[src/rtl/cam_rx_capture_if.sv]
// Camera bus and qualified pixel stream bundle for cam_rx_capture.
// The slave side is the capture block; the master side is the sensor/consumer.
interface cam_rx_capture_if #(
    parameter int PIXEL_WIDTH = 8,
    parameter int HCNT_WIDTH  = 10,
    parameter int VCNT_WIDTH  = 9
);
    logic                   enable;
    logic                   fval;
    logic                   lval;
    logic                   dval;
    logic [PIXEL_WIDTH-1:0] data_l;
    logic [PIXEL_WIDTH-1:0] data_r;
    logic                   err_clr;

    logic                   pix_valid;
    logic                   pix_sof;
    logic [HCNT_WIDTH-1:0]  pix_x;
    logic [VCNT_WIDTH-1:0]  pix_y;
    logic [PIXEL_WIDTH-1:0] pix_data_l;
    logic [PIXEL_WIDTH-1:0] pix_data_r;
    logic                   line_end;
    logic                   frame_end;
    logic [HCNT_WIDTH-1:0]  line_len;
    logic [VCNT_WIDTH-1:0]  line_cnt;
    logic [15:0]            frame_cnt;
    logic                   err_hlen;
    logic                   err_vlen;

    modport master (
        output enable, fval, lval, dval, data_l, data_r, err_clr,
        input  pix_valid, pix_sof, pix_x, pix_y, pix_data_l, pix_data_r,
        input  line_end, frame_end, line_len, line_cnt, frame_cnt, err_hlen, err_vlen
    );

    modport slave (
        input  enable, fval, lval, dval, data_l, data_r, err_clr,
        output pix_valid, pix_sof, pix_x, pix_y, pix_data_l, pix_data_r,
        output line_end, frame_end, line_len, line_cnt, frame_cnt, err_hlen, err_vlen
    );
endinterface

[src/rtl/cam_rx_capture.sv]
// Camera front end: registers the raw parallel bus, qualifies pixels with X/Y
// coordinates, and measures line/frame geometry against the expected active size.
module cam_rx_capture #(
    parameter int PIXEL_WIDTH = 8,
    parameter int HCNT_WIDTH  = 10,
    parameter int VCNT_WIDTH  = 9,
    parameter int HACT        = 320,
    parameter int VACT        = 480
) (
    input  logic               clk,
    input  logic               rst,
    cam_rx_capture_if.slave    bus
);
    localparam logic [1:0] ST_SYNC  = 2'd0;
    localparam logic [1:0] ST_IDLE  = 2'd1;
    localparam logic [1:0] ST_SKIP  = 2'd2;
    localparam logic [1:0] ST_FRAME = 2'd3;

    localparam logic [HCNT_WIDTH-1:0] HACT_C = HCNT_WIDTH'(HACT);
    localparam logic [VCNT_WIDTH-1:0] VACT_C = VCNT_WIDTH'(VACT);
    localparam logic [HCNT_WIDTH-1:0] X_MAX  = {HCNT_WIDTH{1'b1}};
    localparam logic [VCNT_WIDTH-1:0] Y_MAX  = {VCNT_WIDTH{1'b1}};
    localparam logic [HCNT_WIDTH-1:0] X_ONE  = HCNT_WIDTH'(1);
    localparam logic [VCNT_WIDTH-1:0] Y_ONE  = VCNT_WIDTH'(1);

    logic                   s1_vld_r;
    logic                   s1_en_r, s1_fval_r, s1_lval_r, s1_dval_r, s1_clr_r;
    logic [PIXEL_WIDTH-1:0] s1_dl_r, s1_dr_r;
    logic                   s2_fval_r, s2_lval_r;

    logic [1:0]             state_r;
    logic [HCNT_WIDTH-1:0]  x_cnt_r;
    logic [VCNT_WIDTH-1:0]  y_cnt_r;
    logic                   has_pix_r, sof_done_r;

    logic [1:0]             state_nxt_s;
    logic [HCNT_WIDTH-1:0]  x_nxt_s, x_base_s;
    logic [VCNT_WIDTH-1:0]  y_nxt_s, y_line_s;
    logic                   has_pix_nxt_s, sof_done_nxt_s, capture_s;
    logic                   pix_s, pix_ok_s, sof_s, le_s, herr_s, fe_s, verr_s;
    logic                   fval_rise_s, fval_fall_s, lval_rise_s, lval_fall_s;

    logic                   st1_valid_r, st1_sof_r, st1_le_r, st1_herr_r;
    logic                   st1_fe_r, st1_verr_r, st1_clr_r;
    logic [HCNT_WIDTH-1:0]  st1_x_r, st1_len_r;
    logic [VCNT_WIDTH-1:0]  st1_y_r, st1_lcnt_r;
    logic [PIXEL_WIDTH-1:0] st1_dl_r, st1_dr_r;

    logic                   pix_valid_r, pix_sof_r, line_end_r, frame_end_r;
    logic                   err_hlen_r, err_vlen_r;
    logic [HCNT_WIDTH-1:0]  pix_x_r, line_len_r;
    logic [VCNT_WIDTH-1:0]  pix_y_r, line_cnt_r;
    logic [PIXEL_WIDTH-1:0] pix_dl_r, pix_dr_r;
    logic [15:0]            frame_cnt_r;

    assign fval_rise_s =  s1_fval_r & ~s2_fval_r;
    assign fval_fall_s = ~s1_fval_r &  s2_fval_r;
    assign lval_rise_s =  s1_lval_r & ~s2_lval_r;
    assign lval_fall_s = ~s1_lval_r &  s2_lval_r;

    // Input sampling stage (s1) and one-cycle delayed copy (s2) for edge detection
    always_ff @(posedge clk or posedge rst) begin
        if (rst) begin
            s1_vld_r  <= 1'b0;
            s1_en_r   <= 1'b0;
            s1_fval_r <= 1'b0;
            s1_lval_r <= 1'b0;
            s1_dval_r <= 1'b0;
            s1_clr_r  <= 1'b0;
            s1_dl_r   <= {PIXEL_WIDTH{1'b0}};
            s1_dr_r   <= {PIXEL_WIDTH{1'b0}};
            s2_fval_r <= 1'b0;
            s2_lval_r <= 1'b0;
        end else begin
            s1_vld_r  <= 1'b1;
            s1_en_r   <= bus.enable;
            s1_fval_r <= bus.fval;
            s1_lval_r <= bus.lval;
            s1_dval_r <= bus.dval;
            s1_clr_r  <= bus.err_clr;
            s1_dl_r   <= bus.data_l;
            s1_dr_r   <= bus.data_r;
            s2_fval_r <= s1_fval_r;
            s2_lval_r <= s1_lval_r;
        end
    end

    // Frame state machine, pixel qualification and line/frame bookkeeping
    always_comb begin
        state_nxt_s    = state_r;
        x_nxt_s        = x_cnt_r;
        y_nxt_s        = y_cnt_r;
        has_pix_nxt_s  = has_pix_r;
        sof_done_nxt_s = sof_done_r;
        capture_s      = 1'b0;
        x_base_s       = x_cnt_r;
        y_line_s       = y_cnt_r;
        pix_s          = 1'b0;
        pix_ok_s       = 1'b0;
        sof_s          = 1'b0;
        le_s           = 1'b0;
        herr_s         = 1'b0;
        fe_s           = 1'b0;
        verr_s         = 1'b0;
        case (state_r)
            // s1_vld_r guards against the reset value of s1 posing as FVAL=0
            ST_SYNC: begin
                if (s1_vld_r && !s1_fval_r) state_nxt_s = ST_IDLE;
                else                        state_nxt_s = ST_SYNC;
            end
            ST_IDLE: begin
                if (fval_rise_s && s1_en_r) begin
                    state_nxt_s = ST_FRAME;
                    capture_s   = 1'b1;
                end else if (fval_rise_s) begin
                    state_nxt_s = ST_SKIP;
                end else begin
                    state_nxt_s = ST_IDLE;
                end
            end
            ST_SKIP: begin
                if (fval_fall_s) state_nxt_s = ST_IDLE;
                else             state_nxt_s = ST_SKIP;
            end
            ST_FRAME: begin
                capture_s = 1'b1;
                if (fval_fall_s) state_nxt_s = ST_IDLE;
                else             state_nxt_s = ST_FRAME;
            end
            default: state_nxt_s = ST_SYNC;
        endcase

        if (capture_s) begin
            x_base_s = lval_rise_s ? {HCNT_WIDTH{1'b0}} : x_cnt_r;
            pix_s    = s1_fval_r & s1_lval_r & s1_dval_r;
            x_nxt_s  = x_base_s;
            if (pix_s) begin
                pix_ok_s       = (x_base_s < HACT_C) && (y_cnt_r < VACT_C);
                sof_s          = ~sof_done_r;
                sof_done_nxt_s = 1'b1;
                has_pix_nxt_s  = 1'b1;
                x_nxt_s        = (x_base_s == X_MAX) ? X_MAX : x_base_s + X_ONE;
            end else if (lval_fall_s && has_pix_r) begin
                le_s          = 1'b1;
                herr_s        = (x_cnt_r != HACT_C);
                has_pix_nxt_s = 1'b0;
                y_line_s      = (y_cnt_r == Y_MAX) ? Y_MAX : y_cnt_r + Y_ONE;
            end else begin
                le_s = 1'b0;
            end
            y_nxt_s = y_line_s;
            // The line end above is folded into y_line_s, so a coincident fall counts it
            if (fval_fall_s && (state_r == ST_FRAME)) begin
                fe_s           = 1'b1;
                verr_s         = (y_line_s != VACT_C);
                x_nxt_s        = {HCNT_WIDTH{1'b0}};
                y_nxt_s        = {VCNT_WIDTH{1'b0}};
                has_pix_nxt_s  = 1'b0;
                sof_done_nxt_s = 1'b0;
            end else begin
                fe_s = 1'b0;
            end
        end else begin
            pix_s = 1'b0;
        end
    end

    // State and counter registers
    always_ff @(posedge clk or posedge rst) begin
        if (rst) begin
            state_r    <= ST_SYNC;
            x_cnt_r    <= {HCNT_WIDTH{1'b0}};
            y_cnt_r    <= {VCNT_WIDTH{1'b0}};
            has_pix_r  <= 1'b0;
            sof_done_r <= 1'b0;
        end else begin
            state_r    <= state_nxt_s;
            x_cnt_r    <= x_nxt_s;
            y_cnt_r    <= y_nxt_s;
            has_pix_r  <= has_pix_nxt_s;
            sof_done_r <= sof_done_nxt_s;
        end
    end

    // Event stage: captures the qualified pixel and line/frame results
    always_ff @(posedge clk or posedge rst) begin
        if (rst) begin
            st1_valid_r <= 1'b0;
            st1_sof_r   <= 1'b0;
            st1_x_r     <= {HCNT_WIDTH{1'b0}};
            st1_y_r     <= {VCNT_WIDTH{1'b0}};
            st1_dl_r    <= {PIXEL_WIDTH{1'b0}};
            st1_dr_r    <= {PIXEL_WIDTH{1'b0}};
            st1_le_r    <= 1'b0;
            st1_len_r   <= {HCNT_WIDTH{1'b0}};
            st1_herr_r  <= 1'b0;
            st1_fe_r    <= 1'b0;
            st1_lcnt_r  <= {VCNT_WIDTH{1'b0}};
            st1_verr_r  <= 1'b0;
            st1_clr_r   <= 1'b0;
        end else begin
            st1_valid_r <= pix_ok_s;
            st1_sof_r   <= sof_s & pix_ok_s;
            if (pix_ok_s) begin
                st1_x_r  <= x_base_s;
                st1_y_r  <= y_cnt_r;
                st1_dl_r <= s1_dl_r;
                st1_dr_r <= s1_dr_r;
            end else begin
                st1_x_r  <= st1_x_r;
                st1_y_r  <= st1_y_r;
                st1_dl_r <= st1_dl_r;
                st1_dr_r <= st1_dr_r;
            end
            st1_le_r   <= le_s;
            st1_len_r  <= le_s ? x_cnt_r : st1_len_r;
            st1_herr_r <= le_s & herr_s;
            st1_fe_r   <= fe_s;
            st1_lcnt_r <= fe_s ? y_line_s : st1_lcnt_r;
            st1_verr_r <= fe_s & verr_s;
            st1_clr_r  <= s1_clr_r;
        end
    end

    // Output registers; error flags are sticky and a new error beats a clear
    always_ff @(posedge clk or posedge rst) begin
        if (rst) begin
            pix_valid_r <= 1'b0;
            pix_sof_r   <= 1'b0;
            pix_x_r     <= {HCNT_WIDTH{1'b0}};
            pix_y_r     <= {VCNT_WIDTH{1'b0}};
            pix_dl_r    <= {PIXEL_WIDTH{1'b0}};
            pix_dr_r    <= {PIXEL_WIDTH{1'b0}};
            line_end_r  <= 1'b0;
            frame_end_r <= 1'b0;
            line_len_r  <= {HCNT_WIDTH{1'b0}};
            line_cnt_r  <= {VCNT_WIDTH{1'b0}};
            frame_cnt_r <= 16'd0;
            err_hlen_r  <= 1'b0;
            err_vlen_r  <= 1'b0;
        end else begin
            pix_valid_r <= st1_valid_r;
            pix_sof_r   <= st1_sof_r;
            if (st1_valid_r) begin
                pix_x_r  <= st1_x_r;
                pix_y_r  <= st1_y_r;
                pix_dl_r <= st1_dl_r;
                pix_dr_r <= st1_dr_r;
            end else begin
                pix_x_r  <= pix_x_r;
                pix_y_r  <= pix_y_r;
                pix_dl_r <= pix_dl_r;
                pix_dr_r <= pix_dr_r;
            end
            line_end_r  <= st1_le_r;
            frame_end_r <= st1_fe_r;
            line_len_r  <= st1_le_r ? st1_len_r : line_len_r;
            line_cnt_r  <= st1_fe_r ? st1_lcnt_r : line_cnt_r;
            frame_cnt_r <= st1_fe_r ? frame_cnt_r + 16'd1 : frame_cnt_r;
            err_hlen_r  <= st1_herr_r | (err_hlen_r & ~st1_clr_r);
            err_vlen_r  <= st1_verr_r | (err_vlen_r & ~st1_clr_r);
        end
    end

    assign bus.pix_valid  = pix_valid_r;
    assign bus.pix_sof    = pix_sof_r;
    assign bus.pix_x      = pix_x_r;
    assign bus.pix_y      = pix_y_r;
    assign bus.pix_data_l = pix_dl_r;
    assign bus.pix_data_r = pix_dr_r;
    assign bus.line_end   = line_end_r;
    assign bus.frame_end  = frame_end_r;
    assign bus.line_len   = line_len_r;
    assign bus.line_cnt   = line_cnt_r;
    assign bus.frame_cnt  = frame_cnt_r;
    assign bus.err_hlen   = err_hlen_r;
    assign bus.err_vlen   = err_vlen_r;
endmodule

[src/flat_wrapper.sv]
// flat-port wrapper written by rule: the top's interface ports become plain ports
module cam_rx_capture_flat 
#(
    parameter int PIXEL_WIDTH = 8,
    parameter int HCNT_WIDTH  = 10,
    parameter int VCNT_WIDTH  = 9,
    parameter int HACT        = 320,
    parameter int VACT        = 480
)
  (clk, rst, bus_enable, bus_fval, bus_lval, bus_dval, bus_data_l, bus_data_r, bus_err_clr, bus_pix_valid, bus_pix_sof, bus_pix_x, bus_pix_y, bus_pix_data_l, bus_pix_data_r, bus_line_end, bus_frame_end, bus_line_len, bus_line_cnt, bus_frame_cnt, bus_err_hlen, bus_err_vlen);
  cam_rx_capture_if #(.PIXEL_WIDTH(PIXEL_WIDTH), .HCNT_WIDTH(HCNT_WIDTH), .VCNT_WIDTH(VCNT_WIDTH)) bus_i ();
  input  logic clk;
  input  logic rst;
  input wire logic [$bits(bus_i.enable)-1:0] bus_enable;
  input wire logic [$bits(bus_i.fval)-1:0] bus_fval;
  input wire logic [$bits(bus_i.lval)-1:0] bus_lval;
  input wire logic [$bits(bus_i.dval)-1:0] bus_dval;
  input wire logic [$bits(bus_i.data_l)-1:0] bus_data_l;
  input wire logic [$bits(bus_i.data_r)-1:0] bus_data_r;
  input wire logic [$bits(bus_i.err_clr)-1:0] bus_err_clr;
  output wire logic [$bits(bus_i.pix_valid)-1:0] bus_pix_valid;
  output wire logic [$bits(bus_i.pix_sof)-1:0] bus_pix_sof;
  output wire logic [$bits(bus_i.pix_x)-1:0] bus_pix_x;
  output wire logic [$bits(bus_i.pix_y)-1:0] bus_pix_y;
  output wire logic [$bits(bus_i.pix_data_l)-1:0] bus_pix_data_l;
  output wire logic [$bits(bus_i.pix_data_r)-1:0] bus_pix_data_r;
  output wire logic [$bits(bus_i.line_end)-1:0] bus_line_end;
  output wire logic [$bits(bus_i.frame_end)-1:0] bus_frame_end;
  output wire logic [$bits(bus_i.line_len)-1:0] bus_line_len;
  output wire logic [$bits(bus_i.line_cnt)-1:0] bus_line_cnt;
  output wire logic [$bits(bus_i.frame_cnt)-1:0] bus_frame_cnt;
  output wire logic [$bits(bus_i.err_hlen)-1:0] bus_err_hlen;
  output wire logic [$bits(bus_i.err_vlen)-1:0] bus_err_vlen;
  assign bus_i.enable = bus_enable;
  assign bus_i.fval = bus_fval;
  assign bus_i.lval = bus_lval;
  assign bus_i.dval = bus_dval;
  assign bus_i.data_l = bus_data_l;
  assign bus_i.data_r = bus_data_r;
  assign bus_i.err_clr = bus_err_clr;
  assign bus_pix_valid = bus_i.pix_valid;
  assign bus_pix_sof = bus_i.pix_sof;
  assign bus_pix_x = bus_i.pix_x;
  assign bus_pix_y = bus_i.pix_y;
  assign bus_pix_data_l = bus_i.pix_data_l;
  assign bus_pix_data_r = bus_i.pix_data_r;
  assign bus_line_end = bus_i.line_end;
  assign bus_frame_end = bus_i.frame_end;
  assign bus_line_len = bus_i.line_len;
  assign bus_line_cnt = bus_i.line_cnt;
  assign bus_frame_cnt = bus_i.frame_cnt;
  assign bus_err_hlen = bus_i.err_hlen;
  assign bus_err_vlen = bus_i.err_vlen;
  cam_rx_capture #(.PIXEL_WIDTH(PIXEL_WIDTH), .HCNT_WIDTH(HCNT_WIDTH), .VCNT_WIDTH(VCNT_WIDTH), .HACT(HACT), .VACT(VACT)) u_core (.clk(clk), .rst(rst), .bus(bus_i));
endmodule
[config.mk]
export PLATFORM = sky130hd
export DESIGN_NAME = cam_rx_capture_flat
export DESIGN_NICKNAME = d
export VERILOG_FILES = /design/src/rtl/cam_rx_capture_if.sv /design/src/rtl/cam_rx_capture.sv /design/src/flat_wrapper.sv
export SDC_FILE = /design/constraint.sdc
export NUM_CORES = 1
export LEC_CHECK = 0
export ABC_AREA = 1
export CAP_MARGIN = 15
export CORE_MARGIN = 2
export CORE_UTILIZATION = 55
export DETAILED_ROUTE_END_ITERATION = 8
export GPL_TIMING_DRIVEN = 0
export PLACE_DENSITY = 0.8
export SLEW_MARGIN = 20
export SYNTH_ARGS = -nofsm -noshare
export SYNTH_HDL_FRONTEND = slang
export SYNTH_SLANG_ARGS = --single-unit
[constraint.sdc]
create_clock -name clk -period 8.13 [get_ports clk]
set_input_delay 2.0325 -clock clk [delete_from_list [all_inputs] [get_ports clk]]
set_output_delay 2.0325 -clock clk [all_outputs]
set_load 0.005 [all_outputs]
==> flow_summary.json, run 1 <==
{
  "critPathLaunchType": "flip-flop",
  "cts_setup_buffers": 0,
  "max_freq_mhz": 289,
  "wl_per_cell_um": 15.7,
  "h-tree-depth": 4,
  "core_um2": 13100,
  "layout.area.seq_um2": 4600,
  "finClkSkew_ns": 0.00856,
  "ys_seq_elements": 184,
  "clkPwrFrac_pct": 32.0,
  "power_density_nw_per_um2": 281,
  "cp_max_fo": 6,
  "synth_top_area_share_pct": 63.1,
  "critPathMaxStageDelay_ns": 0.54,
  "nFillCells": 957,
  "postSynthNetCount": 749,
  "fin_cells": 1029,
  "portBuffers": 98,
  "max-cap-violations": 0,
  "cts_resized": 0,
  "cts_num_sinks": 184,
  "combPwrFrac_pct": 20.8,
  "path_clk_slew_ns": 0.07,
  "grt_overflow_total": 0,
  "hp-class": "flip-flop to flip-flop",
  "io_pins": 99,
  "path_delay_family": "buffers and inverters",
  "die_w_um": 119,
  "synth_top_area_cell": "dfrtp_1",
  "crit_arrival_ns": 1.42,
  "p_seq_share_pct": 47.1,
  "dr.pass1.iters": 5,
  "path_cells": "clkdlybuf4s50_1",
  "cp_slowest_cell": "clkdlybuf4s50_1",
  "dp_cells": 998,
  "via_count": 5359,
  "grt_pass1_wl_um": 27200,
  "yosysWarnings": 0,
  "layout-drive-gt1-share_pct": 11.8,
  "tightest_slew_ns": 0.701,
  "via_per_inst": 5.21,
  "multi_input_area_um2": 2380,
  "drtAntennaViolNets": 0,
  "p_sw_mw": 0.731,
  "setup_violations": 0,
  "die_height_um": 119,
  "grt_pass1_vias": 5488,
  "tns_ns": 0,
  "syn_area_per_cell_um2": 10.1,
  "grt_antenna_before_repair": 0,
  "die_area_um2": 14200,
  "required_ns": 6.10,
  "path_class": "flip-flop to output port",
  "internal_power_mw": 1.84,
  "status": "finished clean",
  "r2r_slack_ns": 5.75,
  "drv_slew": 0,
  "drc": 0,
  "met3_usage_pct": 6.03,
  "clk_latency_ns": 0.43,
  "wl_um": 16200,
  "holdBufCountCts": 0,
  "critPathCaptureType": "output port",
  "layout_commonest_cell": "nand2_1",
  "mostFrequentLayoutCells": "235 x nand2_1, 184 x dfrtp_1, 98 x clkdlybuf4s50_1, 51 x inv_1, 44 x mux2_2",
  "dr.first_iter.drc_count": 377,
  "slew_headroom_pct": 53.3,
  "use_met2_pct": 41.2,
  "antenna_cells": 0,
  "nNetsFinal": 867,
  "grt_util_met1_pct": 31.7,
  "rsz0062_at_grt": "no",
  "numCtsBuffers": 17,
  "finalHoldViolCount": 0,
  "area_growth_pct": 25.0,
  "p_sw_share_pct": 28.5,
  "syn_inst": 723,
  "post-route-period-util_pct": 42.5,
  "initial_utilization_pct": 55.8,
  "p_leak_nw": 4.45,
  "grt.busiest_layer": "met2",
  "vdd_ir_drop_max_mv": 0.186,
  "cts.path.max_buffers": 2,
  "final.min_clock_period_ns": 3.46,
  "synth_area_leaders": "dfrtp_1 63%, nand2_1 12%, mux2_2 6.8%",
  "synthesis.area_um2": 7300,
  "path_buf_inv": 1,
  "hpwlAfterDp_um": 11300,
  "worst_hold_slack_ns": 0.348,
  "synth_seq_area_share_pct": 63.1,
  "yosys.cell_types.count": 34,
  "cts_root_buf": "clkbuf_16",
  "grtUsageTotal_pct": 24.6,
  "cts_tree": "done",
  "place.gp.congestion": 0.860,
  "grt_max_degree": 106,
  "rows": 42
}
logic make-up after synthesis:
family / after synthesis / synth area share (%)
compound gates: 59 / 4.32
xor+xnor: 16 / 1.92
fa+ha+maj: 3 / 0.514
buf+inv: 79 / 4.34
flops: 184 / 63.1
mux: 44 / 6.79
other cells: 1 / 0.0514
simple gates: 337 / 19.0
flip-flops by register name, summed over array words and instances (netlist names), 9 cells and up:
name / count
u_core.y_cnt_r: 9
u_core.st1_y_r: 9
u_core.x_cnt_r: 10
u_core.bus.pix_y: 9
u_core.st1_lcnt_r: 9
u_core.bus.line_cnt: 9
u_core.st1_x_r: 10
u_core.st1_len_r: 10
u_core.bus.line_len: 10
u_core.bus.frame_cnt: 16
u_core.bus.pix_x: 10
metrics by stage:
step                      cell area (um^2)  power (mW)  worst slack (ns)  utilization, %
after CTS                             9120        2.58              4.66            69.7
after detailed placement              8540        1.76              4.64            65.2
after floorplan                       7300        1.48              1.10               -
final                                 9120        2.57              4.67            69.7
after global placement                8500        1.72            -0.887            65.0
after global routing                  9120        2.71              4.62            69.7
layout make-up:
type / instances / share of cell area (%)
sequential: 184 / 50.5
multi-input combinational: 460 / 26.1
timing repair buffer: 99 / 11.1
clock buffer: 21 / 5.16
inverter: 57 / 2.43
tap: 176 / 2.41
clock inverter: 10 / 1.28
buffer: 22 / 1.12
power by group through the flow:
stage	registers (mW)	clock network, mW	logic (mW)
after floorplan	1.20	0	0.278
after global placement	1.21	0	0.513
after detailed placement	1.23	0	0.536
after CTS	1.21	0.832	0.542
after global routing	1.23	0.879	0.594
final	1.21	0.823	0.535
Yosys cell counts:
master and count:
nand2_1 235, dfrtp_1 184, inv_1 52, mux2_2 44, nor2_1 41, nand3_1 35, o21ai_0 29, o21ai_1 18
buf_2 10, nand4_1 10, xnor2_1 9, clkbuf_1 7, xor2_1 7, a21oi_1 5, inv_2 5, nor3_1 4
buf_1 3, ha_1 3, buf_4 2, nand2_2 2, nor2_2 2, nor2_4 2, nor4_1 2, o21bai_1 2
a41oi_1 1, and3_1 1, conb_1 1, nand3_2 1, nand3b_1 1, nor3_2 1, o2111ai_1 1, o211ai_1 1
o21a_1 1, o31ai_1 1
final timing paths:
kind / cells after the start / start / to
max: 1 / u_core.bus.frame_cnt[6]$_DFFE_PP0P_ / bus_frame_cnt[6]
max reg2reg: 10 / u_core.s1_lval_r$_DFF_PP0_ / u_core.x_cnt_r[4]$_DFFE_PP0P_
min: 0 / u_core.s1_clr_r$_DFF_PP0_ / u_core.st1_clr_r$_DFF_PP0_
min in group asynchronous: 2 / rst / u_core.bus.frame_cnt[12]$_DFFE_PP0P_
max in group asynchronous: 3 / rst / u_core.bus.pix_x[7]$_DFFE_PP0P_
min reg2reg: 0 / u_core.s1_clr_r$_DFF_PP0_ / u_core.st1_clr_r$_DFF_PP0_
metal layers:
metal | wire length, um | vias to the layer above
met5 | 0 | -
met4 | 287 | 0
met3 | 772 | 25
met2 | 8390 | 162
met1 | 6750 | 2622
li1 | - | 2550
Power figures use the tool's default switching activity.
==> run 2: changes to the inputs <==
Clock period 8.13 ns to 3.5 ns, I/O delays scaled along.
==> run 2 against run 1 <==
  * Flip-flop and latch count unchanged
  * Sequential share of layout area down 0.53 points
  * Cell area up 1.1%
  * Setup slack worse by 3.6 ns
  * Critical path depth up 9
  * Routed wire length down 2.4%
  * Critical path type is now flip-flop to flip-flop
  * Highest routed layer unchanged
==> flow_summary.json, run 2 (synthesis gave the netlist of run 1 again) <==
{
  "layout-drive-gt1-share_pct": 12.0,
  "drtAntennaViolNets": 0,
  "layout_commonest_cell": "nand2_1",
  "via_per_inst": 5.13,
  "grt.busiest_layer": "met2",
  "core_um2": 13100,
  "path_class": "flip-flop to flip-flop",
  "met3_usage_pct": 5.12,
  "tightest_slew_ns": 0.677,
  "holdBufCountCts": 0,
  "initial_utilization_pct": 55.8,
  "path_clk_slew_ns": 0.07,
  "reg2regPathDepth": 10,
  "cts_resized": 0,
  "place.gp.congestion": 0.871,
  "grtUsageTotal_pct": 24.2,
  "die_height_um": 119,
  "nNetsFinal": 872,
  "critPathLaunchType": "flip-flop",
  "max-cap-violations": 0,
  "hp-class": "flip-flop to flip-flop",
  "fin_total_pwr_mw": 5.97,
  "max_freq_mhz": 415,
  "cts_tree": "done",
  "via_count": 5305,
  "cts_num_sinks": 184,
  "final.min_clock_period_ns": 2.41,
  "r2r_slack_ns": 1.09,
  "drc": 0,
  "dp_cells": 1003,
  "use_met2_pct": 40.9,
  "grt_util_met1_pct": 31.0,
  "hold_depth": 0,
  "hold-path-endpoint": "u_core.st1_clr_r$_DFF_PP0_",
  "power_density_nw_per_um2": 647,
  "reg2reg_from": "u_core.s1_lval_r$_DFF_PP0_",
  "grt_pass1_wl_um": 26700,
  "io_pins": 99,
  "cts_setup_buffers": 0,
  "rsz0062_at_grt": "no",
  "p_leak_nw": 4.48,
  "largest_reg_flops": 16,
  "status": "finished clean",
  "cts_root_buf": "clkbuf_16",
  "wl_um": 15800,
  "cp_max_fo": 9,
  "die_w_um": 119,
  "slew_headroom_pct": 54.9,
  "nFillCells": 960,
  "wl_per_cell_um": 15.3,
  "tns_ns": 0,
  "area_growth_pct": 26.3,
  "rows": 42,
  "grt_overflow_total": 0,
  "drv_slew": 0,
  "final_cell_area_um2": 9220,
  "rr_endpoint": "u_core.x_cnt_r[4]$_DFFE_PP0P_",
  "place_area_um2": 8630,
  "fin_cells": 1035,
  "grt_max_degree": 35,
  "cts.path.max_buffers": 2,
  "vdd_ir_drop_max_mv": 0.396,
  "grt_pass1_vias": 5358,
  "hpwlAfterDp_um": 11400,
  "mostFrequentLayoutCells": "235 x nand2_1, 184 x dfrtp_1, 98 x clkdlybuf4s50_1, 51 x inv_1, 44 x mux2_2",
  "finClkSkew_ns": 0.00664,
  "setup_violations": 0,
  "antenna_cells": 0,
  "crit_arrival_ns": 2.78,
  "die_area_um2": 14200,
  "clk_latency_ns": 0.43,
  "min-delay-start": "u_core.s1_clr_r$_DFF_PP0_",
  "critPathCaptureType": "flip-flop",
  "grt_antenna_before_repair": 0,
  "dr.pass1.iters": 5,
  "numCtsBuffers": 17,
  "finalHoldViolCount": 0,
  "dr.first_iter.drc_count": 296,
  "required_ns": 3.87,
  "h-tree-depth": 4,
  "portBuffers": 98,
  "post-route-period-util_pct": 68.9
}
run 2: per-layer routing:
metal  vias up  share of wire [%]
li1       2562                  -
met1      2560                 43
met2       162                 51
met3        21                4.6
met4         0                2.0
met5         -                  0
run 2: worst max-delay path by stage:
stage | end | depth (start not counted) | startpoint | slack [ns]
2_1_floorplan | u_core.bus.err_hlen$_DFF_PP0_ | 1 | rst | 0.26
3_3_place_gp | u_core.bus.pix_data_r[5]$_DFFE_PP0P_ | 2 | rst | -0.99
3_5_place_dp | u_core.x_cnt_r[4]$_DFFE_PP0P_ | 10 | u_core.s1_lval_r$_DFF_PP0_ | 1.14
4_1_cts | u_core.x_cnt_r[4]$_DFFE_PP0P_ | 10 | u_core.s1_lval_r$_DFF_PP0_ | 1.10
5_1_grt | u_core.x_cnt_r[4]$_DFFE_PP0P_ | 10 | u_core.s1_lval_r$_DFF_PP0_ | 0.80
6_report | u_core.x_cnt_r[4]$_DFFE_PP0P_ | 10 | u_core.s1_lval_r$_DFF_PP0_ | 1.09
run 2: power by group:
| part | total [mW] | internal (mW) | leakage (nW) | switching, mW |
|---|---|---|---|---|
| logic | 1.24 | 0.631 | 1.79 | 0.605 |
| registers | 2.81 | 2.54 | 2.42 | 0.272 |
| clock network | 1.92 | 1.13 | 0.276 | 0.791 |
| total | 5.97 | 4.30 | 4.48 | 1.67 |
run 2: per-stage QoR:
stage | hold slack [ns] | setup slack (ns) | util, %
after floorplan | 0.331 | 0.260 | -
after global placement | 0.332 | -0.989 | 65.0
after detailed placement | 0.343 | 1.14 | 66.0
after CTS | 0.358 | 1.10 | 70.5
after global routing | 0.361 | 0.801 | 70.5
final | 0.354 | 1.09 | 70.5
run 2: layout make-up:
type / instances / area, um^2 / area share (%)
buffer: 22 / 103 / 1.11
sequential: 184 / 4600 / 49.9
multi-input combinational: 460 / 2380 / 25.8
clock buffer: 22 / 444 / 4.82
inverter: 57 / 218 / 2.36
clock inverter: 10 / 144 / 1.56
timing repair buffer: 104 / 1110 / 12.0
tap: 176 / 220 / 2.39
run 2: critical path: stages, from the launching register on:
cell and delay, ns:
dfrtp_1 0.44, nand2_2 0.23, inv_2 0.08, nor2_1 0.25, ha_1 0.25, nand4_1 0.24, nor2_1 0.25, nand4_1 0.24
o21ai_0 0.22, nand2_1 0.09, nand2_1 0.07
==> run 3: changes to the inputs <==
Settings changed: CORE_UTILIZATION 55 to 49, PLACE_DENSITY 0.8 to 0.75.
Clock period 3.5 ns to 2.1 ns, I/O delays scaled along.
==> run 3 against run 2 <==
  * Global-route usage down 4.2 points
  * Cell area grew 0.20%
  * Non-clock buffer count unchanged
  * Largest power group unchanged
==> flow_summary.json, run 3 (synthesis gave the netlist of run 1 again) <==
{
  "clk_latency_ns": 0.42,
  "max-cap-violations": 0,
  "post-route-period-util_pct": 92.8,
  "path_clk_slew_ns": 0.07,
  "path_cells": "clkdlybuf4s50_1",
  "path_buf_inv": 1,
  "critPathLaunchType": "flip-flop",
  "required_ns": 1.57,
  "dr.first_iter.drc_count": 298,
  "crit_arrival_ns": 1.42,
  "die_w_um": 126,
  "finClkSkew_ns": 0.00607,
  "rr_endpoint": "u_core.x_cnt_r[6]$_DFFE_PP0P_",
  "place.gp.congestion": 0.906,
  "path_class": "flip-flop to output port",
  "mostFrequentLayoutCells": "235 x nand2_1, 183 x dfrtp_1, 98 x clkdlybuf4s50_1, 51 x inv_1, 44 x mux2_2",
  "p_leak_nw": 4.49,
  "drv_slew": 0,
  "final.min_clock_period_ns": 1.95,
  "path_depth": 1,
  "nNetsFinal": 872,
  "dr.pass1.iters": 4,
  "layout_commonest_cell": "nand2_1",
  "fin_cells": 1041,
  "hp-class": "flip-flop to flip-flop",
  "grt_max_degree": 36,
  "wl_um": 14700,
  "hpwlAfterDp_um": 10500,
  "grt_antenna_before_repair": 0,
  "grtUsageTotal_pct": 20.0,
  "drc": 0,
  "path_delay_family": "buffers and inverters",
  "critPathMaxStageDelay_ns": 0.54,
  "layout-drive-gt1-share_pct": 12.8,
  "tightest_slew_ns": 0.732,
  "area_growth_pct": 26.6,
  "reg2reg_from": "u_core.s1_lval_r$_DFF_PP0_",
  "cts_root_buf": "clkbuf_16",
  "grt_overflow_total": 0,
  "slew_headroom_pct": 51.1,
  "initial_utilization_pct": 50.2,
  "power_density_nw_per_um2": 1070,
  "die_area_um2": 15900,
  "hold-path-endpoint": "u_core.st1_clr_r$_DFF_PP0_",
  "wl_per_cell_um": 14.1,
  "finalHoldViolCount": 0,
  "cp_max_fo": 6,
  "rows": 44,
  "grt_pass1_wl_um": 25500,
  "h-tree-depth": 4,
  "max_freq_mhz": 513,
  "portBuffers": 98,
  "largest_reg_flops": 16,
  "io_pins": 99,
  "rsz0062_at_grt": "no",
  "cts_tree": "done",
  "status": "finished clean",
  "die_height_um": 126,
  "reg2regPathDepth": 12,
  "drtAntennaViolNets": 0,
  "min-delay-start": "u_core.s1_clr_r$_DFF_PP0_",
  "dp_cells": 1010,
  "critPathCaptureType": "output port",
  "core_um2": 14500,
  "grt_pass1_vias": 5199,
  "antenna_cells": 0,
  "hold_depth": 0,
  "cts_num_sinks": 184,
  "via_per_inst": 5.02,
  "fin_total_pwr_mw": 9.90,
  "numCtsBuffers": 17,
  "cp_slowest_cell": "clkdlybuf4s50_1",
  "r2r_slack_ns": 0.17,
  "setup_violations": 0,
  "vdd_ir_drop_max_mv": 0.636,
  "via_count": 5222,
  "cts.path.max_buffers": 2
}
run 3: through the flow:
stage | TNS [ns] | hold slack, ns | instance area [um^2] | setup slack (ns) | utilization (%)
detailed placement | -2.41 | 0.337 | 8620 | -0.150 | 59.3
finish | 0 | 0.349 | 9240 | 0.151 | 63.6
global placement | -406.01 | 0.333 | 8520 | -2.21 | 58.6
global route | 0 | 0.365 | 9240 | 0.0149 | 63.6
CTS | 0 | 0.352 | 9220 | 0.0411 | 63.5
floorplan | -145.28 | 0.331 | 7300 | -0.790 | -
run 3: how the worst max path moves through the flow:
stage,start,endpoint
after floorplan,rst,u_core.bus.err_hlen$_DFF_PP0_
after global placement,rst,u_core.s1_dr_r[2]$_DFF_PP0_
after detailed placement,u_core.s1_lval_r$_DFF_PP0_,u_core.x_cnt_r[4]$_DFFE_PP0P_
after CTS,u_core.s1_lval_r$_DFF_PP0_,u_core.x_cnt_r[6]$_DFFE_PP0P_
after global routing,u_core.s1_lval_r$_DFF_PP0_,u_core.x_cnt_r[6]$_DFFE_PP0P_
final,u_core.bus.frame_cnt[6]$_DFFE_PP0P_,bus_frame_cnt[6]
run 3: area by class of cell:
class	count	area, um^2
repair buffers	104	1090
inverters	57	218
multi-input cells	460	2400
clock buffers	22	484
flip-flops and latches	184	4610
plain buffers	22	103
fillers	1184	5290
clock inverters	8	111
well taps	184	230
run 3: power by group:
group | switching (mW) | internal, mW | leakage (nW) | total (mW)
Clock | 1.31 | 1.89 | 0.295 | 3.19
Sequential | 0.435 | 4.23 | 2.42 | 4.67
Combinational | 0.989 | 1.05 | 1.78 | 2.04
Total | 2.73 | 7.17 | 4.49 | 9.90
run 3: what timing repair did:
action	in CTS	in global routing
hold buffers	0	0
setup endpoints to repair	9	11
pin swaps	0	2
resized for setup	2	5
setup buffers	1	0
run 3: metal layers:
metal / routed length, um / global-route usage (%)
met5: 0 / 0
met3: 526 / 4.63
met2: 7250 / 32.3
met1: 6810 / 27.4
met4: 139 / 5.69
